**src/rtl/adder_issue_ctrl_pkg.sv**
```systemverilog
`default_nettype none
// ============================================================================
// Module   : pipeline_adder_pkg
// Brief    : Shared types and constants for the shared pipelined-adder issue logic
// Revision : 1.0
// ============================================================================
package pipeline_adder_pkg;

    localparam int ADD_STAGES = 4;
    localparam int ADD_WIDTH  = 32;

    typedef logic tag_t;

    typedef struct packed {
        logic valid;
        tag_t tag;
    } stage_t;

endpackage
`default_nettype wire

```
**src/rtl/adder_issue_ctrl_arb.sv**
```systemverilog
`default_nettype none
// ============================================================================
// Module   : rr_arbiter_2
// Brief    : Two-way round-robin arbiter; pointer moves past the winner on grant
// Revision : 1.0
// ============================================================================
module rr_arbiter_2
    import pipeline_adder_pkg::*;
(
    input  logic       clk,
    input  logic       rst,
    input  logic [1:0] eligible,
    output logic [1:0] grant,
    output tag_t       winner
);

    tag_t r_prio;

    always_comb begin
        grant  = 2'b00;
        winner = r_prio;
        if (eligible[r_prio]) begin
            grant[r_prio] = 1'b1;
            winner        = r_prio;
        end else if (eligible[~r_prio]) begin
            grant[~r_prio] = 1'b1;
            winner         = ~r_prio;
        end
    end

    always_ff @(posedge clk or negedge rst) begin
        if (!rst) begin
            r_prio <= 1'b0;
        end else if (|grant) begin
            r_prio <= ~winner;
        end
    end

endmodule
`default_nettype wire

```
**src/rtl/adder_issue_ctrl.sv**
```systemverilog
`default_nettype none
// ============================================================================
// Module   : adder_issue_ctrl
// Brief    : Shares a 4-stage pipelined adder between two requesters with a
//            lockstep shadow tag pipeline, backpressure and per-requester flush
// Revision : 1.0
// ============================================================================
module adder_issue_ctrl
    import pipeline_adder_pkg::*;
#(
    parameter int WIDTH    = ADD_WIDTH,
    parameter int N_STAGES = ADD_STAGES
) (
    input  logic               clk,
    input  logic               rst,
    input  logic [1:0]         req_valid,
    output logic [1:0]         req_ready,
    input  logic [2*WIDTH-1:0] req_a,
    input  logic [2*WIDTH-1:0] req_b,
    input  logic [1:0]         req_cin,
    input  logic [1:0]         flush,
    output logic [1:0]         rsp_valid,
    input  logic [1:0]         rsp_ready,
    output logic [WIDTH-1:0]   rsp_sum,
    output logic               rsp_cout,
    output logic               add_validin,
    output logic [WIDTH-1:0]   add_a,
    output logic [WIDTH-1:0]   add_b,
    output logic               add_cin,
    output logic               add_out_allow,
    output logic [4:1]         add_suspend,
    output logic [4:1]         add_refresh,
    input  logic               add_validout,
    input  logic [WIDTH-1:0]   add_sum,
    input  logic               add_cout,
    output logic [2:0]         inflight,
    output logic               err
);

    stage_t [N_STAGES:1] r_stg;
    logic                r_purge;
    logic                r_err;

    logic [1:0]          w_grant;
    tag_t                w_winner;
    tag_t                w_head_tag;
    logic                w_head_kill;
    logic                w_stall;
    logic [1:0]          w_eligible;
    logic [N_STAGES:1]   w_refresh;
    logic [2:0]          w_cnt;

    assign w_head_tag  = r_stg[N_STAGES].tag;
    assign w_head_kill = r_stg[N_STAGES].valid & flush[w_head_tag];
    assign w_stall     = r_stg[N_STAGES].valid & ~w_head_kill & ~rsp_ready[w_head_tag];
    // Nothing issues while the head is stuck or while the adder is being purged
    assign w_eligible  = req_valid & ~flush & {2{~w_stall & ~r_purge}};

    rr_arbiter_2 u_arb (
        .clk      (clk),
        .rst      (rst),
        .eligible (w_eligible),
        .grant    (w_grant),
        .winner   (w_winner)
    );

    always_comb begin
        w_refresh = '0;
        w_cnt     = 3'd0;
        for (int j = 1; j <= N_STAGES; j++) begin
            w_refresh[j] = r_purge | (r_stg[j].valid & flush[r_stg[j].tag]);
            w_cnt        = w_cnt + {2'b00, r_stg[j].valid};
        end
    end

    assign req_ready     = w_grant;
    assign add_validin   = |w_grant;
    assign add_a         = w_winner ? req_a[2*WIDTH-1:WIDTH] : req_a[WIDTH-1:0];
    assign add_b         = w_winner ? req_b[2*WIDTH-1:WIDTH] : req_b[WIDTH-1:0];
    assign add_cin       = req_cin[w_winner];
    assign add_suspend   = {4{w_stall}};
    assign add_out_allow = ~w_stall;
    assign add_refresh   = w_refresh;

    assign rsp_valid = (r_stg[N_STAGES].valid & ~w_head_kill) ?
                       (w_head_tag ? 2'b10 : 2'b01) : 2'b00;
    assign rsp_sum   = add_sum;
    assign rsp_cout  = add_cout;
    assign inflight  = w_cnt;
    assign err       = r_err;

    // A refreshed stage kills the op it holds, so that op never reaches the next stage
    always_ff @(posedge clk or negedge rst) begin
        if (!rst) begin
            r_stg   <= '0;
            r_purge <= 1'b1;
            r_err   <= 1'b0;
        end else begin
            r_purge <= 1'b0;
            r_err   <= r_err | (~r_purge & (add_validout != r_stg[N_STAGES].valid));
            if (w_stall) begin
                for (int j = 1; j <= N_STAGES; j++) begin
                    r_stg[j].valid <= r_stg[j].valid & ~w_refresh[j];
                end
            end else begin
                r_stg[1].valid <= |w_grant;
                r_stg[1].tag   <= w_winner;
                for (int j = 2; j <= N_STAGES; j++) begin
                    r_stg[j].valid <= r_stg[j-1].valid & ~w_refresh[j-1];
                    r_stg[j].tag   <= r_stg[j-1].tag;
                end
            end
        end
    end

endmodule
`default_nettype wire

```
**config.mk**
```make
export PLATFORM = sky130hd
export DESIGN_NAME = adder_issue_ctrl
export DESIGN_NICKNAME = d
export VERILOG_FILES = /design/src/rtl/adder_issue_ctrl_pkg.sv /design/src/rtl/adder_issue_ctrl_arb.sv /design/src/rtl/adder_issue_ctrl.sv
export SDC_FILE = /design/constraint.sdc
export NUM_CORES = 1
export LEC_CHECK = 0
export CORE_AREA = 2 2 112 114
export DETAILED_ROUTE_END_ITERATION = 10
export DIE_AREA = 0 0 114 116
export GPL_TIMING_DRIVEN = 0
export SYNTH_ARGS = -nofsm -noshare
export SYNTH_HDL_FRONTEND = slang
export SYNTH_HIERARCHICAL = 1
export SYNTH_SLANG_ARGS = --single-unit
```
**constraint.sdc**
```tcl
create_clock -name clk -period 15.3 [get_ports clk]
set_input_delay 4.59 -clock clk [delete_from_list [all_inputs] [get_ports clk]]
set_output_delay 4.59 -clock clk [all_outputs]
set_load 0.02 [all_outputs]
```
-- Word-level counts from Yosys, hierarchy flattened
Cells that the tools add are included.
- register bits: 11
- bits of input ports: 172
- output and inout bits: 116
- logic and storage cells: 89
- $add $sub $neg: 3
- magnitude comparators: 9
- equal/unequal tests: 1
- mux-type cells: 32
- bitwise gates (word level): 30
- reductions and logical operators: 3
- operator list (cell ; number):
    32-bit two-way mux ; 2
    1-bit two-way mux ; 24
    1-bit by 2-bit less-than comparator with 1-bit output, second input constant ; 7
    1-bit bitwise AND ; 12
    1-bit NOT ; 10
    2-bit two-way mux ; 4
    1-bit bitwise OR ; 5
    2-bit bitwise AND ; 2
    2-bit by 1-bit adder with 3-bit output ; 1
    3-bit by 1-bit adder with 3-bit output ; 1
    1-bit by 1-bit adder with 2-bit output ; 1
    1-bit demux with 1-bit select ; 2
    1-bit greater-or-equal comparator, second input constant ; 2
    1-bit logical AND ; 2
    2-bit NOT ; 1
    2-bit OR reduction ; 1
    1-bit != test ; 1

-- Longest topological paths before layout
Gate-level depths: netlist of run 1.
- depth after elaboration: 15
- mapped depth: 12
- depth with buffers taken out: 11

-- Modules after synthesis
The synthesis of run 1 kept the hierarchy.
- modules (own cells, without submodules) (module ; times used ; cells each ; area each (um^2) ; seq. area each (um^2)):
    adder_issue_ctrl ; 1 ; 161 ; 1645.3 ; 251.5
    rr_arbiter_2 ; 1 ; 15 ; 116.4 ; 25.0

-- Worst setup path before layout of run 1
Ideal clock, no wire load.
- path type: input to output
- from: in flush[0]
- to: out add_a[23]
- arrival: 7.414 ns
- data required time: 10.710 ns
- slack: 3.296 ns
- stages: 12
- path buffers: 3
- path through: or4b_4 and2_4 buf_6 inv_6 nor4b_1 mux2_4 ha_1 inv_1 o21ai_0 clkbuf_1 buf_2 mux2_2
- cells in the longest elaborated chain, start to end: 14
- elaborated cells on any way between the ends: 18
- classes of those cells: 9 x mux; 9 x bitwise
- RTL lines (item ; line ; source):
    from (decl) ; adder_issue_ctrl.sv:21 ; input logic [1:0] flush,
    1-bit two-way mux (not written as such) * (2 in a row) ; adder_issue_ctrl.sv:54 ; assign w_head_kill = r_stg[N_STAGES].valid & flush[w_head_tag];
    1-bit bitwise AND * ; adder_issue_ctrl.sv:54 ;
    1-bit NOT * ; adder_issue_ctrl.sv:55 ; assign w_stall = r_stg[N_STAGES].valid & ~w_head_kill & ~rsp_ready[w_head_tag];
    1-bit bitwise AND * (2 in a row) ; adder_issue_ctrl.sv:55 ;
    1-bit NOT * ; - ;
    via add_out_allow ; adder_issue_ctrl.sv:30 ; output logic add_out_allow,
    1-bit bitwise AND * ; adder_issue_ctrl.sv:57 ; assign w_eligible = req_valid & ~flush & {2{~w_stall & ~r_purge}};
    2-bit bitwise AND * ; adder_issue_ctrl.sv:57 ;
    via w_eligible[1] ; adder_issue_ctrl.sv:49 ; logic [1:0] w_eligible;
    1-bit two-way mux (not written as such) (2 in a row) ; adder_issue_ctrl_arb.sv:25 ; end else if (eligible[~r_prio]) begin
    1-bit two-way mux ; adder_issue_ctrl_arb.sv:25 ;
    1-bit two-way mux * ; adder_issue_ctrl_arb.sv:22 ; if (eligible[r_prio]) begin
    via w_winner ; adder_issue_ctrl.sv:45 ; tag_t w_winner;
    32-bit two-way mux * ; adder_issue_ctrl.sv:78 ; assign add_a = w_winner ? req_a[2*WIDTH-1:WIDTH] : req_a[WIDTH-1:0];
    to (decl) ; adder_issue_ctrl.sv:27 ; output logic [WIDTH-1:0] add_a,
Mark *: on every way through the listed nets, which the timed path passes. The rest lies on a longest branch. The select of a mux whose other input is x is not followed.

-- Worst setup path after layout of run 1
- from: in flush[0]
- to: out add_b[14]
- cells in the longest elaborated chain, start to end: 14
- elaborated cells on any way between the ends: 18
- classes of those cells: 9 x mux; 9 x bitwise
- RTL lines (item ; line ; source):
    1-bit two-way mux (not written as such) * (2 in a row) ; adder_issue_ctrl.sv:54 ;
    1-bit bitwise AND * ; adder_issue_ctrl.sv:54 ;
    1-bit NOT * ; adder_issue_ctrl.sv:55 ;
    1-bit bitwise AND * (2 in a row) ; adder_issue_ctrl.sv:55 ;
    via w_stall ; adder_issue_ctrl.sv:48 ; logic w_stall;
    1-bit NOT * ; adder_issue_ctrl.sv:57 ;
    1-bit bitwise AND * ; adder_issue_ctrl.sv:57 ;
    2-bit bitwise AND * ; adder_issue_ctrl.sv:57 ;
    via w_eligible[1] ; adder_issue_ctrl.sv:49 ;
    1-bit two-way mux (not written as such) (2 in a row) ; adder_issue_ctrl_arb.sv:25 ;
    1-bit two-way mux ; adder_issue_ctrl_arb.sv:25 ;
    1-bit two-way mux * ; adder_issue_ctrl_arb.sv:22 ;
    via w_winner ; adder_issue_ctrl.sv:45 ;
    32-bit two-way mux * ; adder_issue_ctrl.sv:79 ; assign add_b = w_winner ? req_b[2*WIDTH-1:WIDTH] : req_b[WIDTH-1:0];
    to (decl) ; adder_issue_ctrl.sv:28 ; output logic [WIDTH-1:0] add_b,
Marked as above.

==> results.txt, run 1 <==
----------------------------------------------------
[Status]
  Result of the run ... finished clean

[Final layout]
  Ratio of cells with drive above 1 in the final layout ... 28.3%
  Layout Nets ... 611
  Fill count ... 1194
  Inserted Diodes ... 0
  Cell area after layout ... 4570 um^2
  Share of the core filled with cells in the final layout ... 38.3%
  Post-synthesis to final-layout area growth ... 159%

[Timing]
  Worst-case headroom to the max-slew limit ... 42.0%
  Final Skew ... 0.000867 ns
  Minimum setup slack in the final design ... 1.34 ns
  Final hold violation count ... 0
  Actual slew at the worst max-slew pin ... 0.859 ns
  Setup repair after global routing missed its margin ... no
  Final Max Tran Viols ... 0
  Tmin final ... 13.96 ns
  Final setup violating endpoints ... 0
  Setup Total Neg Slack ... 0 ns
  Maximum achievable frequency ... 71.6 MHz
  Ratio of final minimum period to clock period ... 91.2%

[Placed design]
  Placer's final routability congestion estimate ... 0.722
  Half-perimeter wire length after detailed placement ... 8090 um
  Worst setup slack after placement ... 1.19 ns
  Total of buffers placed on input and output ports ... 254
  DP Area ... 4490 um^2

[Synth]
  Average cell area after synthesis ... 10.0 um^2
  Post-Synthesis Cell Area ... 1760 um^2
  Most instantiated library cell after synthesis ... sky130_fd_sc_hd__mux2_2
  Largest cells by area after synthesis ... sky130_fd_sc_hd__mux2_2, sky130_fd_sc_hd__buf_4, sky130_fd_sc_hd__dfrtp_1, sky130_fd_sc_hd__ha_1, sky130_fd_sc_hd__mux2i_1
  Sequential cell area fraction in the yosys report ... 15.7%
  Post-synth top area share ... 44.7%
  Synth Instances ... 176
  Top FF cell, synth ... sky130_fd_sc_hd__dfrtp_1
  Largest area contributor in the netlist ... sky130_fd_sc_hd__mux2_2
  Total number of yosys warnings ... 6
  Proportion of register bits with asynchronous set or reset after synthesis ... 100%
  Count of state elements after synthesis ... 11
  Most common library cells after synthesis ... sky130_fd_sc_hd__mux2_2, sky130_fd_sc_hd__buf_4, sky130_fd_sc_hd__dfrtp_1
  Yosys cell types ... 34
  Count of flip-flops with a built-in enable after synthesis ... 0
  Total nets after synthesis ... 352

[Clocking]
  CTS tree ... built
  Hold buffer count at CTS ... 0
  Number of CTS-inserted buffers ... 3
  Max H-tree Level ... 1
  Post-CTS clock slew at the launch and capture registers of the worst setup and hold paths ... 0.04 ns
  Number of instances resized during post-cts repair ... 0
  Root buffer selected by CTS ... sky130_fd_sc_hd__clkbuf_16
  Post-CTS Setup Bufs ... 0
  Clk Latency, worst-skew pair ... 0.24 ns
  Deepest clock path buffer count ... 2
  CTS sink cnt ... 11

[Drt]
  Number of search-and-repair iterations in the first detailed-routing pass ... 4
  DRC viols ... 0
  Avg Vias per Cell ... 3.92
  Total wire length after detailed routing ... 9140 um
  Post-route ant nets ... 0
  Average routed wire per standard cell ... 15.7 um
  DRC marker count from the first detailed-route iteration ... 42
  Via count of the routed design ... 2278

[Worst setup path]
  Setup slack of the worst register-to-register path ... 11.41 ns
  Path type of the worst setup path ... primary input to output pin
  Kind of end point of the critical path ... output pin
  Cell class contributing the biggest share of worst-path delay ... buffers and inverters
  Dominant cell type by count on the critical path ... sky130_fd_sc_hd__clkdlybuf4s50_1
  Worst-path cell with the longest stage delay ... sky130_fd_sc_hd__nor4b_1
  Worst setup SP type ... primary input
  Critical path arrival ... 9.37 ns
  CP Cell Sequence ... clkdlybuf4s50_1 > or4b_4 > and2_4 > buf_6 > inv_6 > nor4b_1 > mux2_4 > ha_1 > inv_1 > o21ai_0 > clkbuf_1 > buf_2 > mux2_2 > clkdlybuf4s50_1
  Stage delay of the slowest cell on the critical path ... 0.71 ns
  Highest fanout seen on the critical path ... 10
  CP required ... 10.71 ns
  Combined buffer and inverter count along the critical path ... 7

[Die]
  Die span in y ... 116 um
  Area inside the core boundary ... 11900 um^2
  Floorplan die area ... 13200 um^2
  Num ports ... 288
  Horizontal die dimension ... 114 um
  Num rows ... 40
  Initial Util ... 14.8%

[Global routing]
  Initial antenna violation count ... 0
  Wire length of the first global-routing pass ... 12900 um
  Total overflow reported by the global router ... 0
  Maximum number of pins on one net before global-route repair ... 12
  Global Route Usage Sum ... 12.4%
  Number of global-route vias before repair ... 2445

[Hold path]
  Class of the most critical hold timing path ... flip-flop to flip-flop

[Power and ir drop]
  Power per standard cell area ... 126 nW/um^2
  Leakage dissipation ... 1.84 nW
  Peak VDD IR ... 0.0607 mV
  Total power consumption of the routed design ... 0.576 mW

[Job]
  # Max-Cap Violations ... 0

----------------------------------------------------
-- final timing paths --
check	to	from	cells past startpoint
worst max-delay path	add_b[14]	flush[0]	14
worst min register to register	err$_DFF_PN0_	err$_DFF_PN0_	1
worst max register to register	r_stg[0]$_DFFE_PN0N_	r_stg[7]$_DFF_PN0_	12
worst min-delay path	err$_DFF_PN0_	err$_DFF_PN0_	1
max in group asynchronous	r_purge$_DFF_PN1_	rst	1
min in group asynchronous	r_stg[7]$_DFF_PN0_	rst	1
-- registers in the layout (all words and copies together), names as in the netlist --
name / flops
err: 1
r_purge: 1
r_stg: 7
u_arb/r_prio: 1
w_head_tag: 1
-- power breakdown --
group,total (mW),internal [mW],switching [mW]
Combinational,0.484,0.263,0.221
Sequential,0.0446,0.0365,0.00809
Clock,0.0472,0.0349,0.0123
Total,0.576,0.335,0.241
-- through the flow --
| stage | cells | hold slack, ns |
|---|---|---|
| floorplan | 176 | 0.489 |
| global placement | 577 | 0.466 |
| detailed placement | 577 | 0.485 |
| CTS | 581 | 0.508 |
| global route | 581 | 0.528 |
| finish | 581 | 0.493 |
-- metal layers --
layer	global-route usage [%]	share of wire (%)
met5	0	0
met4	1.71	0.67
met3	3.40	8.2
met2	22.5	52
met1	15.1	39
-- final cells by class --
type	instances	area (um^2)	area share, %
multi-input cells	110	1120	24.6
inverters	9	38.8	0.849
clock buffers	4	78.8	1.73
plain buffers	46	324	7.10
well taps	147	184	4.03
flip-flops and latches	11	277	6.05
repair buffers	254	2540	55.7
-- kinds of logic (layout without fill, tap and decap cells) --
family	Yosys count	count (layout)	share of synthesized area, %
and+or+nand+nor	14	14	5.89
DFF	11	11	15.7
muxes	75	75	48.2
buffers and inverters	55	313	20.6
xor gates and xnor gates	1	1	0.497
adders and majority gates	4	4	3.27
other	1	1	0.213
AOI/OAI and AO/OA	15	15	5.68
-- layout by cell type (no fill, tap or decap), types with 3 or more instances in the layout --
cell,Yosys,final
sky130_fd_sc_hd__buf_4,37,37
sky130_fd_sc_hd__mux2i_1,3,3
sky130_fd_sc_hd__a21o_1,3,3
sky130_fd_sc_hd__buf_2,4,4
sky130_fd_sc_hd__o21ai_0,4,4
sky130_fd_sc_hd__o21bai_1,3,3
sky130_fd_sc_hd__dfrtp_1,10,10
sky130_fd_sc_hd__inv_1,8,8
sky130_fd_sc_hd__mux2_2,70,70
sky130_fd_sc_hd__ha_1,3,3
sky130_fd_sc_hd__clkbuf_1,4,5
sky130_fd_sc_hd__clkdlybuf4s50_1,0,254
sky130_fd_sc_hd__clkbuf_16,0,3
(Power assumes the default switching activity.)
==> run 2, diff against run 1 <==
--- a/config.mk
+++ b/config.mk
@@ -9,6 +9,7 @@
 export DETAILED_ROUTE_END_ITERATION = 10
 export DIE_AREA = 0 0 114 116
 export GPL_TIMING_DRIVEN = 0
+export MAX_ROUTING_LAYER = met4
 export SYNTH_ARGS = -nofsm -noshare
 export SYNTH_HDL_FRONTEND = slang
 export SYNTH_HIERARCHICAL = 1
==> run 2 against run 1 <==
  * Non-clock buffer count did not move
  * Power is essentially flat
  * Highest routed layer unchanged
  * Setup slack improved by 0.021 ns
  * Critical endpoint unchanged
==> results.txt, run 2 (synthesis results as in run 1) <==
----------------------------------------------------
[Worst setup path]
  Worst-path cell with the longest stage delay ... sky130_fd_sc_hd__nor4b_1
  Critical path arrival ... 9.35 ns (-0.02 ns)
  Setup slack of the worst register-to-register path ... 11.45 ns (+0.04 ns)
  Dominant cell type by count on the critical path ... sky130_fd_sc_hd__clkdlybuf4s50_1
  Stage delay of the slowest cell on the critical path ... 0.70 ns (about the same)
  CP Cell Sequence ... clkdlybuf4s50_1 > or4b_4 > and2_4 > buf_6 > inv_6 > nor4b_1 > mux2_4 > ha_1 > inv_1 > o21ai_0 > clkbuf_1 > buf_2 > mux2_2 > clkdlybuf4s50_1
  Reg-to-Reg Start ... r_stg[7]$_DFF_PN0_
  Worst setup SP type ... primary input
  Worst reg2reg endpoint ... r_stg[0]$_DFFE_PN0N_
  Path type of the worst setup path ... primary input to output pin
  Kind of end point of the critical path ... output pin
  Highest fanout seen on the critical path ... 10 (unchanged)
  Worst setup endpoint ... add_b[14]
  Worst setup path startpoint ... flush[0]
  Worst R2R Path Depth ... 12 (unchanged)
  CP required ... 10.71 ns (about the same)

[Global routing]
  Global Route Usage Sum ... 12.8% (+0.36 points)
  Maximum number of pins on one net before global-route repair ... 12 (unchanged)
  Number of global-route vias before repair ... 2450 (+0.20%)
  Wire length of the first global-routing pass ... 12900 um (-0.26%)
  Total overflow reported by the global router ... 0 (unchanged)
  Initial antenna violation count ... 0 (unchanged)

[Drt]
  DRC viols ... 0 (unchanged)
  Average routed wire per standard cell ... 15.7 um (-0.24%)
  Number of search-and-repair iterations in the first detailed-routing pass ... 4 (unchanged)
  Total wire length after detailed routing ... 9120 um (-0.24%)
  Avg Vias per Cell ... 3.92 (about the same)
  DRC marker count from the first detailed-route iteration ... 40 (-4.8%)
  Via count of the routed design ... 2277 (-0.044%)
  Post-route ant nets ... 0 (unchanged)

[Placed design]
  DP Area ... 4490 um^2 (unchanged)
  Worst setup slack after placement ... 1.19 ns (unchanged)
  Half-perimeter wire length after detailed placement ... 8090 um (unchanged)
  Total of buffers placed on input and output ports ... 254 (unchanged)
  Placer's final routability congestion estimate ... 0.730 (+1.2%)

[Power and ir drop]
  Fraction of power consumed by combinational cells ... 84.1% (about the same)
  Power per standard cell area ... 126 nW/um^2 (about the same)
  Switching share of power ... 41.8% (about the same)
  Internal portion of total power ... 0.335 mW (about the same)
  Leakage dissipation ... 1.84 nW (unchanged)
  Peak VDD IR ... 0.0607 mV (about the same)
  Clk pwr share ... 8.2% (about the same)
  Sequential Power Share ... 7.7% (about the same)
  Sw power ... 0.241 mW (-0.12%)

[Timing]
  Final Max Tran Viols ... 0 (unchanged)
  Final setup violating endpoints ... 0 (unchanged)
  Ratio of final minimum period to clock period ... 91.1% (-0.14 points)
  Tmin final ... 13.94 ns (-0.0210 ns)
  Final Skew ... 0.000835 ns (-0.0000321 ns)
  Minimum setup slack in the final design ... 1.36 ns (+0.0210 ns)
  Worst-case headroom to the max-slew limit ... 42.7% (+0.76 points)
  Actual slew at the worst max-slew pin ... 0.847 ns (-0.0113 ns)
  Setup Total Neg Slack ... 0 ns (unchanged)
  Maximum achievable frequency ... 71.8 MHz (+0.15%)
  Setup repair after global routing missed its margin ... no
  Final hold violation count ... 0 (unchanged)

[Status]
  Result of the run ... finished clean

[Final layout]
  Leading cell types in the layout, fill and taps excluded ... sky130_fd_sc_hd__clkdlybuf4s50_1, sky130_fd_sc_hd__mux2_2, sky130_fd_sc_hd__buf_4, sky130_fd_sc_hd__dfrtp_1, sky130_fd_sc_hd__inv_1
  Ratio of cells with drive above 1 in the final layout ... 28.3% (unchanged)
  Inserted Diodes ... 0 (unchanged)
  Storage cell area ... 277 um^2 (unchanged)
  Area of the multi-input gates ... 1120 um^2 (unchanged)
  Layout Nets ... 611 (unchanged)
  Post-synthesis to final-layout area growth ... 159% (unchanged)
  Fill count ... 1194 (unchanged)
  Cell area after layout ... 4570 um^2 (unchanged)
  Most frequent standard cell in the layout excluding fill and tap cells ... sky130_fd_sc_hd__clkdlybuf4s50_1
  Register ranked first by flip-flop count ... r_stg
  Flip-flop count of the largest register, all copies and words added ... 7 (unchanged)

[Hold path]
  Worst hold stages ... 1 (unchanged)
  Class of the most critical hold timing path ... flip-flop to flip-flop

[Clocking]
  Root buffer selected by CTS ... sky130_fd_sc_hd__clkbuf_16
  Post-CTS clock slew at the launch and capture registers of the worst setup and hold paths ... 0.04 ns (about the same)
  Clk Latency, worst-skew pair ... 0.24 ns (about the same)
  CTS tree ... built
  Deepest clock path buffer count ... 2 (unchanged)
  CTS sink cnt ... 11 (unchanged)
  Post-CTS Setup Bufs ... 0 (unchanged)
  Number of instances resized during post-cts repair ... 0 (unchanged)
  Max H-tree Level ... 1 (unchanged)
  Number of CTS-inserted buffers ... 3 (unchanged)
  Hold buffer count at CTS ... 0 (unchanged)

[Die]
  Horizontal die dimension ... 114 um (unchanged)
  Initial Util ... 14.8% (unchanged)
  Die span in y ... 116 um (unchanged)
  Floorplan die area ... 13200 um^2 (unchanged)
  Num rows ... 40 (unchanged)
  Area inside the core boundary ... 11900 um^2 (unchanged)
  Num ports ... 288 (unchanged)

[Job]
  # Max-Cap Violations ... 0 (unchanged)

----------------------------------------------------
[run 2: cell counts in the layout (fill, tap and decap cells not counted)]
No cell type changed its count.
[run 2: how the worst min path moves through the flow]
stage                                  end                 start  slack, ns
detailed placement           err$_DFF_PN0_         err$_DFF_PN0_       0.48
global route                 err$_DFF_PN0_         err$_DFF_PN0_       0.53
floorplan           w_head_tag$_DFFE_PN0N_  r_stg[4]$_DFFE_PN0N_       0.49
finish                       err$_DFF_PN0_         err$_DFF_PN0_       0.49
CTS                          err$_DFF_PN0_         err$_DFF_PN0_       0.51
global placement             err$_DFF_PN0_         err$_DFF_PN0_       0.47
[run 2: layout make-up]
cell class                 count  area share, %
multi-input combinational    110           24.6
timing repair buffer         254           55.7
inverter                       9          0.849
sequential                    11           6.05
tap                          147           4.03
buffer                        46           7.10
clock buffer                   4           1.73
[run 2: worst max-delay path, delay by kind of cell]
| family | cells | cell delay (ns) |
|---|---|---|
| AND/OR/NAND/NOR | 3 | 1.02 |
| buffers and inverters | 7 | 2.33 |
| adder cells (fa/ha/maj) | 1 | 0.16 |
| AO/OA/AOI/OAI | 1 | 0.59 |
| multiplexers | 2 | 0.64 |
[run 2: metal layers]
metal  wire length [um]  global-route usage (%)
met1               3630                    15.5
met5                  0                       -
met2               4780                    22.5
met4                 61                    1.71
met3                650                    2.56
[run 2: power groups by stage]
stage / combinational [mW] / clock (mW) / sequential, mW
finish: 0.484 / 0.0472 / 0.0446
global route: 0.513 / 0.0502 / 0.0458
CTS: 0.492 / 0.0479 / 0.0446
detailed placement: 0.488 / 0 / 0.0448
global placement: 0.490 / 0 / 0.0438
floorplan: 0.271 / 0 / 0.0424
[run 2: through the flow]
stage                     utilization [%]  hold slack (ns)  power [mW]  cells
after global routing                 38.3            0.528       0.609    581
after floorplan                         -            0.489       0.313    176
after detailed placement             37.7            0.485       0.532    577
final                                38.3            0.493       0.576    581
after global placement               37.7            0.466       0.534    577
after CTS                            38.3            0.508       0.585    581
